## src/rtl/linebuf_pkg.sv

```systemverilog
// Shared constants for the 9x9 window generator and the downstream 81-tap stage.
// win_idx defines the one flattening order both sides agree on.
package linebuf_pkg;
  localparam int K     = 9;
  localparam int PIX_W = 7;
  localparam int NTAPS = K * K;

  function automatic int win_idx(input int row, input int col);
    return row * K + col;
  endfunction
endpackage

```

## src/rtl/linebuffer9_window_if.sv

```systemverilog
// Pixel stream in, parallel 9x9 window out.
// The master drives pixels and the slave (the window generator) drives the window side.
interface linebuffer9_window_if
  import linebuf_pkg::*;
#(
  parameter int IMG_W = 28,
  parameter int IMG_H = 28,
  parameter int PIX_W = linebuf_pkg::PIX_W
) ();
  logic [PIX_W-1:0]           pix_in;
  logic                       pix_valid;
  logic                       sof;
  logic [NTAPS*PIX_W-1:0]     win_out;
  logic                       win_valid;
  logic [$clog2(IMG_H)-1:0]   win_row;
  logic [$clog2(IMG_W)-1:0]   win_col;
  logic                       frame_done;

  modport master (output pix_in, pix_valid, sof,
                  input  win_out, win_valid, win_row, win_col, frame_done);
  modport slave  (input  pix_in, pix_valid, sof,
                  output win_out, win_valid, win_row, win_col, frame_done);
endinterface

```

## src/rtl/linebuf_row.sv

```systemverilog
// One image row of delay: circular buffer that returns the pixel written DEPTH shifts ago.
// Read happens before write at the same pointer, so output is valid combinationally.
module linebuf_row #(
  parameter int DEPTH = 28,
  parameter int WIDTH = 7
) (
  input  logic             clk,
  input  logic             rst_n,
  input  logic             i_en,
  input  logic [WIDTH-1:0] i_din,
  output logic [WIDTH-1:0] o_dout
);
  localparam int AW = $clog2(DEPTH);

  logic [WIDTH-1:0] r_mem [DEPTH];
  logic [AW-1:0]    r_ptr;

  assign o_dout = r_mem[r_ptr];

  always_ff @(posedge clk or negedge rst_n) begin
    if (!rst_n) begin
      r_ptr <= '0;
    end else if (i_en) begin
      r_ptr <= (r_ptr == AW'(DEPTH - 1)) ? '0 : r_ptr + AW'(1);
    end
  end

  // Contents are don't-care after reset; row gating keeps stale data out of valid windows.
  always_ff @(posedge clk) begin
    if (i_en) begin
      r_mem[r_ptr] <= i_din;
    end
  end
endmodule

```

## src/rtl/linebuffer9_window.sv

```systemverilog
// Streaming 9x9 window generator: eight cascaded row buffers feed a 9x9 shift-register window.
// A window is flagged only when the newest pixel sits at row>=8 and col>=8.
module linebuffer9_window
  import linebuf_pkg::*;
#(
  parameter int IMG_W = 28,
  parameter int IMG_H = 28,
  parameter int PIX_W = linebuf_pkg::PIX_W
) (
  input  logic               clk,
  input  logic               rst_n,
  linebuffer9_window_if.slave bus
);
  localparam int CW = $clog2(IMG_W);
  localparam int RW = $clog2(IMG_H);

  logic [CW-1:0]    r_col_cnt, r_win_col, w_col;
  logic [RW-1:0]    r_row_cnt, r_win_row, w_row;
  logic             r_win_valid, r_frame_done;
  logic             w_acc, w_last_col, w_last_row, w_win_hit;
  logic [PIX_W-1:0] w_buf_out [K-1];
  logic [PIX_W-1:0] w_col_pix [K];
  logic [PIX_W-1:0] r_win [K][K];
  logic [NTAPS*PIX_W-1:0] w_win_flat;

  // sof re-labels the accepted pixel as (0,0) without touching the buffers.
  always_comb begin
    w_acc      = bus.pix_valid;
    w_col      = bus.sof ? '0 : r_col_cnt;
    w_row      = bus.sof ? '0 : r_row_cnt;
    w_last_col = (w_col == CW'(IMG_W - 1));
    w_last_row = (w_row == RW'(IMG_H - 1));
    w_win_hit  = (w_row >= RW'(K - 1)) && (w_col >= CW'(K - 1));
  end

  for (genvar j = 0; j < K - 1; j++) begin : g_row
    logic [PIX_W-1:0] w_din;
    if (j == 0) begin : g_first
      assign w_din = bus.pix_in;
    end else begin : g_next
      assign w_din = w_buf_out[j-1];
    end
    linebuf_row #(.DEPTH(IMG_W), .WIDTH(PIX_W)) u_row (
      .clk    (clk),
      .rst_n  (rst_n),
      .i_en   (w_acc),
      .i_din  (w_din),
      .o_dout (w_buf_out[j])
    );
    assign w_col_pix[K-2-j] = w_buf_out[j];
  end
  assign w_col_pix[K-1] = bus.pix_in;

  always_ff @(posedge clk or negedge rst_n) begin
    if (!rst_n) begin
      r_col_cnt    <= '0;
      r_row_cnt    <= '0;
      r_win_valid  <= 1'b0;
      r_frame_done <= 1'b0;
      r_win_row    <= '0;
      r_win_col    <= '0;
    end else begin
      r_win_valid  <= w_acc && w_win_hit;
      r_frame_done <= w_acc && w_last_row && w_last_col;
      if (w_acc) begin
        r_col_cnt <= w_last_col ? '0 : w_col + CW'(1);
        if (w_last_col) begin
          r_row_cnt <= w_last_row ? '0 : w_row + RW'(1);
        end else begin
          r_row_cnt <= w_row;
        end
        if (w_win_hit) begin
          r_win_row <= w_row;
          r_win_col <= w_col;
        end
      end
    end
  end

  always_ff @(posedge clk or negedge rst_n) begin
    if (!rst_n) begin
      for (int k = 0; k < K; k++) begin
        for (int c = 0; c < K; c++) begin
          r_win[k][c] <= '0;
        end
      end
    end else if (w_acc) begin
      for (int k = 0; k < K; k++) begin
        for (int c = 0; c < K - 1; c++) begin
          r_win[k][c] <= r_win[k][c+1];
        end
        r_win[k][K-1] <= w_col_pix[k];
      end
    end
  end

  always_comb begin
    w_win_flat = '0;
    for (int k = 0; k < K; k++) begin
      for (int c = 0; c < K; c++) begin
        w_win_flat[win_idx(k, c)*PIX_W +: PIX_W] = r_win[k][c];
      end
    end
  end

  assign bus.win_out    = w_win_flat;
  assign bus.win_valid  = r_win_valid;
  assign bus.win_row    = r_win_row;
  assign bus.win_col    = r_win_col;
  assign bus.frame_done = r_frame_done;
endmodule

```

## src/flat_wrapper.sv

```systemverilog
// flat-port wrapper written by rule: the top's interface ports become plain ports
module linebuffer9_window_flat import linebuf_pkg::*;
#(
  parameter int IMG_W = 28,
  parameter int IMG_H = 28,
  parameter int PIX_W = linebuf_pkg::PIX_W
)
  (clk, rst_n, bus_pix_in, bus_pix_valid, bus_sof, bus_win_out, bus_win_valid, bus_win_row, bus_win_col, bus_frame_done);
  linebuffer9_window_if #(.IMG_W(IMG_W), .IMG_H(IMG_H), .PIX_W(PIX_W)) bus_i ();
  input  logic clk;
  input  logic rst_n;
  input wire logic [$bits(bus_i.pix_in)-1:0] bus_pix_in;
  input wire logic [$bits(bus_i.pix_valid)-1:0] bus_pix_valid;
  input wire logic [$bits(bus_i.sof)-1:0] bus_sof;
  output wire logic [$bits(bus_i.win_out)-1:0] bus_win_out;
  output wire logic [$bits(bus_i.win_valid)-1:0] bus_win_valid;
  output wire logic [$bits(bus_i.win_row)-1:0] bus_win_row;
  output wire logic [$bits(bus_i.win_col)-1:0] bus_win_col;
  output wire logic [$bits(bus_i.frame_done)-1:0] bus_frame_done;
  assign bus_i.pix_in = bus_pix_in;
  assign bus_i.pix_valid = bus_pix_valid;
  assign bus_i.sof = bus_sof;
  assign bus_win_out = bus_i.win_out;
  assign bus_win_valid = bus_i.win_valid;
  assign bus_win_row = bus_i.win_row;
  assign bus_win_col = bus_i.win_col;
  assign bus_frame_done = bus_i.frame_done;
  linebuffer9_window #(.IMG_W(IMG_W), .IMG_H(IMG_H), .PIX_W(PIX_W)) u_core (.clk(clk), .rst_n(rst_n), .bus(bus_i));
endmodule
```

## config.mk

```make
export PLATFORM = sky130hd
export DESIGN_NAME = linebuffer9_window_flat
export DESIGN_NICKNAME = d
export VERILOG_FILES = /design/src/rtl/linebuf_pkg.sv /design/src/rtl/linebuffer9_window_if.sv /design/src/rtl/linebuf_row.sv /design/src/rtl/linebuffer9_window.sv /design/src/flat_wrapper.sv
export SDC_FILE = /design/constraint.sdc
export NUM_CORES = 2
export LEC_CHECK = 0
export BUFFER_PORTS_ARGS = -buffer_cell sky130_fd_sc_hd__buf_2
export CORE_MARGIN = 3
export CORE_UTILIZATION = 45
export CTS_BUF_LIST = sky130_fd_sc_hd__clkbuf_4 sky130_fd_sc_hd__clkbuf_8 sky130_fd_sc_hd__clkbuf_16
export DETAILED_ROUTE_END_ITERATION = 7
export PLACE_DENSITY = 0.66
export SLEW_MARGIN = 20
export SYNTH_ARGS = -nofsm -noshare
export SYNTH_HDL_FRONTEND = slang
export SYNTH_HIERARCHICAL = 1
export SYNTH_SLANG_ARGS = --single-unit
```

## constraint.sdc

```tcl
create_clock -name clk -period 3.3 [get_ports clk]
set_input_delay 0.165 -clock clk [delete_from_list [all_inputs] [get_ports clk]]
set_output_delay 0.165 -clock clk [all_outputs]
set_load 0.01 [all_outputs]
```

==> impl_results.md <==
- Class of the worst hold path: in2async
- Power per Cell Area: around 980 nW/um2
- Share of cells above drive strength 1: 34.4%
- Initial Util: between 40% and 50%
- Sequential fraction of the synthesis area: about 72%
- Cells after synthesis: between 4000 and 5000
- Crit path largest cell delay: between 0.6 and 0.7 ns
- # nets final: 5682
- Most common cell after layout, fill and taps aside: edfxtp_1
- Vias in the first global route: between 40000 and 50000
- Leak: approximately 0.038 uW
- CTS tree: yes
- Post-synth top area cell: edfxtp_1
- Antenna-violating nets left: 0
- Area Growth Syn to Fin: 16.9%
- Clock sink count: about 2200
- Worst Tran Pin Value: 1.03 ns
- Die height: around 450 um
- Row count: 160
- Gr busiest metal: met2
- Startpoint types: flip-flop
- M3 GR Usage: about 3.1%
- Cell area after synthesis: between 80000 and 90000 um2
- # DRC: 0
- WL/cell: 23.6 um
- Pre-antenna DRT Iters: 6
- Setup_tns: 0 ns
- GRT Total Usage: roughly a fifth
- Deepest clock path buffer count: 3
- Initial antenna violation count: 6
- Status: finished, final reports clean
- Fill cells: roughly 15000
- Number of port buffers: slightly below 600
- Main area contributors after synthesis: edfxtp_1, dfrtp_1, mux2_2
- GRT overflow: 0
- Critical path required time: 4.03 ns
- DIE WIDTH: between 400 and 500 um
- Full die area: around 200000 um2
- Mapped Avg Cell Area: approximately 18 um2
- Library cells used by synthesis: just over 60
- VDD IR max: between 0.5 and 0.6 mV
- Syn_nets: roughly 5000
- Final min period: approximately 2.9 ns
- Grt met1 use: about a quarter
- Fin crit share: 87.8%
- Clk_lat worst skew: 0.87 ns
- Fin. Hold Viols: 0
- H-tree depth: 4
- Via count: roughly 46000
- Fmax: around 0.35 GHz
- Io pins: 590
- Worst-path maximum fanout: 32
- Pin count of the biggest net entering global routing: just over 100
- RSZ-0062 raised after global routing: false
- Max Cap Viol: 0
- Worst path arrival time: approximately 3.6 ns
- First-pass GRT wire length: between 200000 and 300000 um
- WHS: about 0.057 ns
- Post-synth EDFFs: 1568
- Post-synth ARST share: approximately 29%
- Ys flop type: edfxtp_1
- Met2 Resource Use GR: 33.3%
- CP Cell Sequence: buf_12 > mux4_1 > a22o_1 > a221oi_1 > o21ai_2 > mux2_2
- Critical path class: reg2reg
- Initial DRC Count: 3942
- Yosys top cell area share: a little over half
- Slew Viols, Final: 0
- Detailed placement HPWL: about 130000 um
- Sequential cell area: 62800 um2
- Slowest cell on crit path: dfrtp_2
- Slew headroom: 31.2%
- Leading cell types in the layout, fill and taps excluded: edfxtp_1, dfrtp_1, buf_2
- Yosys warns: 6
- # setup viols final: 0
- Final wirelength: about 200000 um
- Vias per inst: approximately 5.5
- CTS buffer count: between 200 and 250
- Placed cells: between 7000 and 8000
- Worst Setup End Kind: flip-flop
- Core Region: around 190000 um2
- Root buf cell: clkbuf_16
- Filler-free cell count of the finished design: 8335
- Gpl congestion: between 0.8 and 0.9
- Yosys reg bits: roughly 2200
- Setup Skew: between 0.07 and 0.08 ns
- Multi-input combinational cell area: between 20000 and 25000 um2
- Clock transition at the registers of the reported paths: ~0.06 ns
-- path summary, 6_finish.rpt --
check	startpoint	end	slack [ns]	cells past startpoint
max reg2reg	u_core/g_row[0].u_row/r_ptr[0]$_DFFE_PN0P_	u_core/bus.win_out[500]$_DFFE_PN0P_	0.40	6
min	rst_n	u_core/g_row[2].u_row/r_ptr[3]$_DFFE_PN0P_	0.06	3
min in group clk	bus_sof	u_core/r_col_cnt[4]$_DFFE_PN0P_	0.30	3
max in group asynchronous	rst_n	u_core/bus.win_out[223]$_DFFE_PN0P_	2.55	4
max	u_core/g_row[0].u_row/r_ptr[0]$_DFFE_PN0P_	u_core/bus.win_out[500]$_DFFE_PN0P_	0.40	6
min reg2reg	u_core/r_row_cnt[0]$_DFFE_PN0P_	u_core/r_row_cnt[0]$_DFFE_PN0P_	0.49	1
-- worst max-delay path, delay by kind of cell (launching register included) --
family	cells	cell delay [ns]
buffers and inverters	1	0.30
AO/OA/AOI/OAI	3	0.86
multiplexers	2	0.99
flip-flops	1	0.62
-- synth_stat cells (23+ instances only) --
| cell | count |
|---|---|
| edfxtp_1 | 1568 |
| dfrtp_1 | 629 |
| mux2_2 | 574 |
| mux2i_1 | 334 |
| nor2_1 | 228 |
| mux4_2 | 168 |
| nand2_1 | 139 |
| buf_2 | 135 |
| nand3_1 | 116 |
| clkbuf_1 | 87 |
| nor2b_1 | 69 |
| and2_1 | 67 |
| mux4_1 | 60 |
| a22oi_1 | 56 |
| a22o_1 | 55 |
| nand4_1 | 53 |
| ha_1 | 43 |
| inv_1 | 41 |
| nor3_1 | 37 |
| o211ai_1 | 36 |
| a21oi_1 | 24 |
| buf_6 | 24 |
| o21ai_0 | 24 |
| o22ai_1 | 23 |
-- report_power, final --
group / internal, uW / switching [uW]
registers: 40000 / 4400
clock network: 15300 / 10500
logic: 11200 / 17500
-- flip-flops by register name (all words and copies together), names as in the netlist --
name                      count
u_core/bus.win_out          567
u_core/bus.win_col            5
u_core/bus.win_valid          1
u_core/r_col_cnt              5
u_core/g_row.u_row/r_mem   1568
u_core/bus.frame_done         1
u_core/g_row.u_row/r_ptr     40
u_core/r_row_cnt              5
u_core/bus.win_row            5
-- cell type report --
class	instances	share of cell area, %
multi-input combinational	2329	22.1
clock inverter	109	1.32
inverter	41	0.152
clock buffer	304	6.26
sequential	2197	62.0
tap	2511	3.10
timing repair buffer	841	5.13
antenna	3	0.00740
-- per-stage QoR --
step           worst slack [ns]  cell area [um2]  power [uW]  utilization [%]
3_3_place_gp              0.418            93600       73100             49.0
4_1_cts                   0.380           101000      100000             53.1
2_1_floorplan             0.732            86800       60400                -
6_report                  0.403           101000       99000             53.1
5_1_grt                   0.212           101000      104000             53.1
3_5_place_dp              0.373            93600       74100             49.0
-- routing by layer --
layer / part of all wire (%) / routed length, um / vias up
li1: - / - / 20523
met1: 41 / 81300 / 23956
met2: 51 / 101000 / 1317
met3: 5.0 / 9920 / 296
met4: 2.7 / 5240 / 2
met5: 0.0036 / 7 / -
-- cell families (layout without fill, tap and decap cells) --
family          count (synthesis)  count (layout)  synth area share, %
buf+inv                       298            1295                 1.86
simple gates                  794             794                 4.55
compound gates                340             340                 2.94
other cells                     0               3                    0
flops                        2197            2197                 72.4
mux                          1136            1136                 17.5
fa+ha+maj                      43              43                0.620
xor+xnor                       16              16                0.161
-- timing repair --
action                                  in CTS  in global routing
endpoints found under the setup margin       0                  0
setup buffers                                0                  0
hold buffers                                11                  0
resized for setup                            0                  0
endpoints found under the hold margin      816                  0
Power figures use the tool's default switching activity.
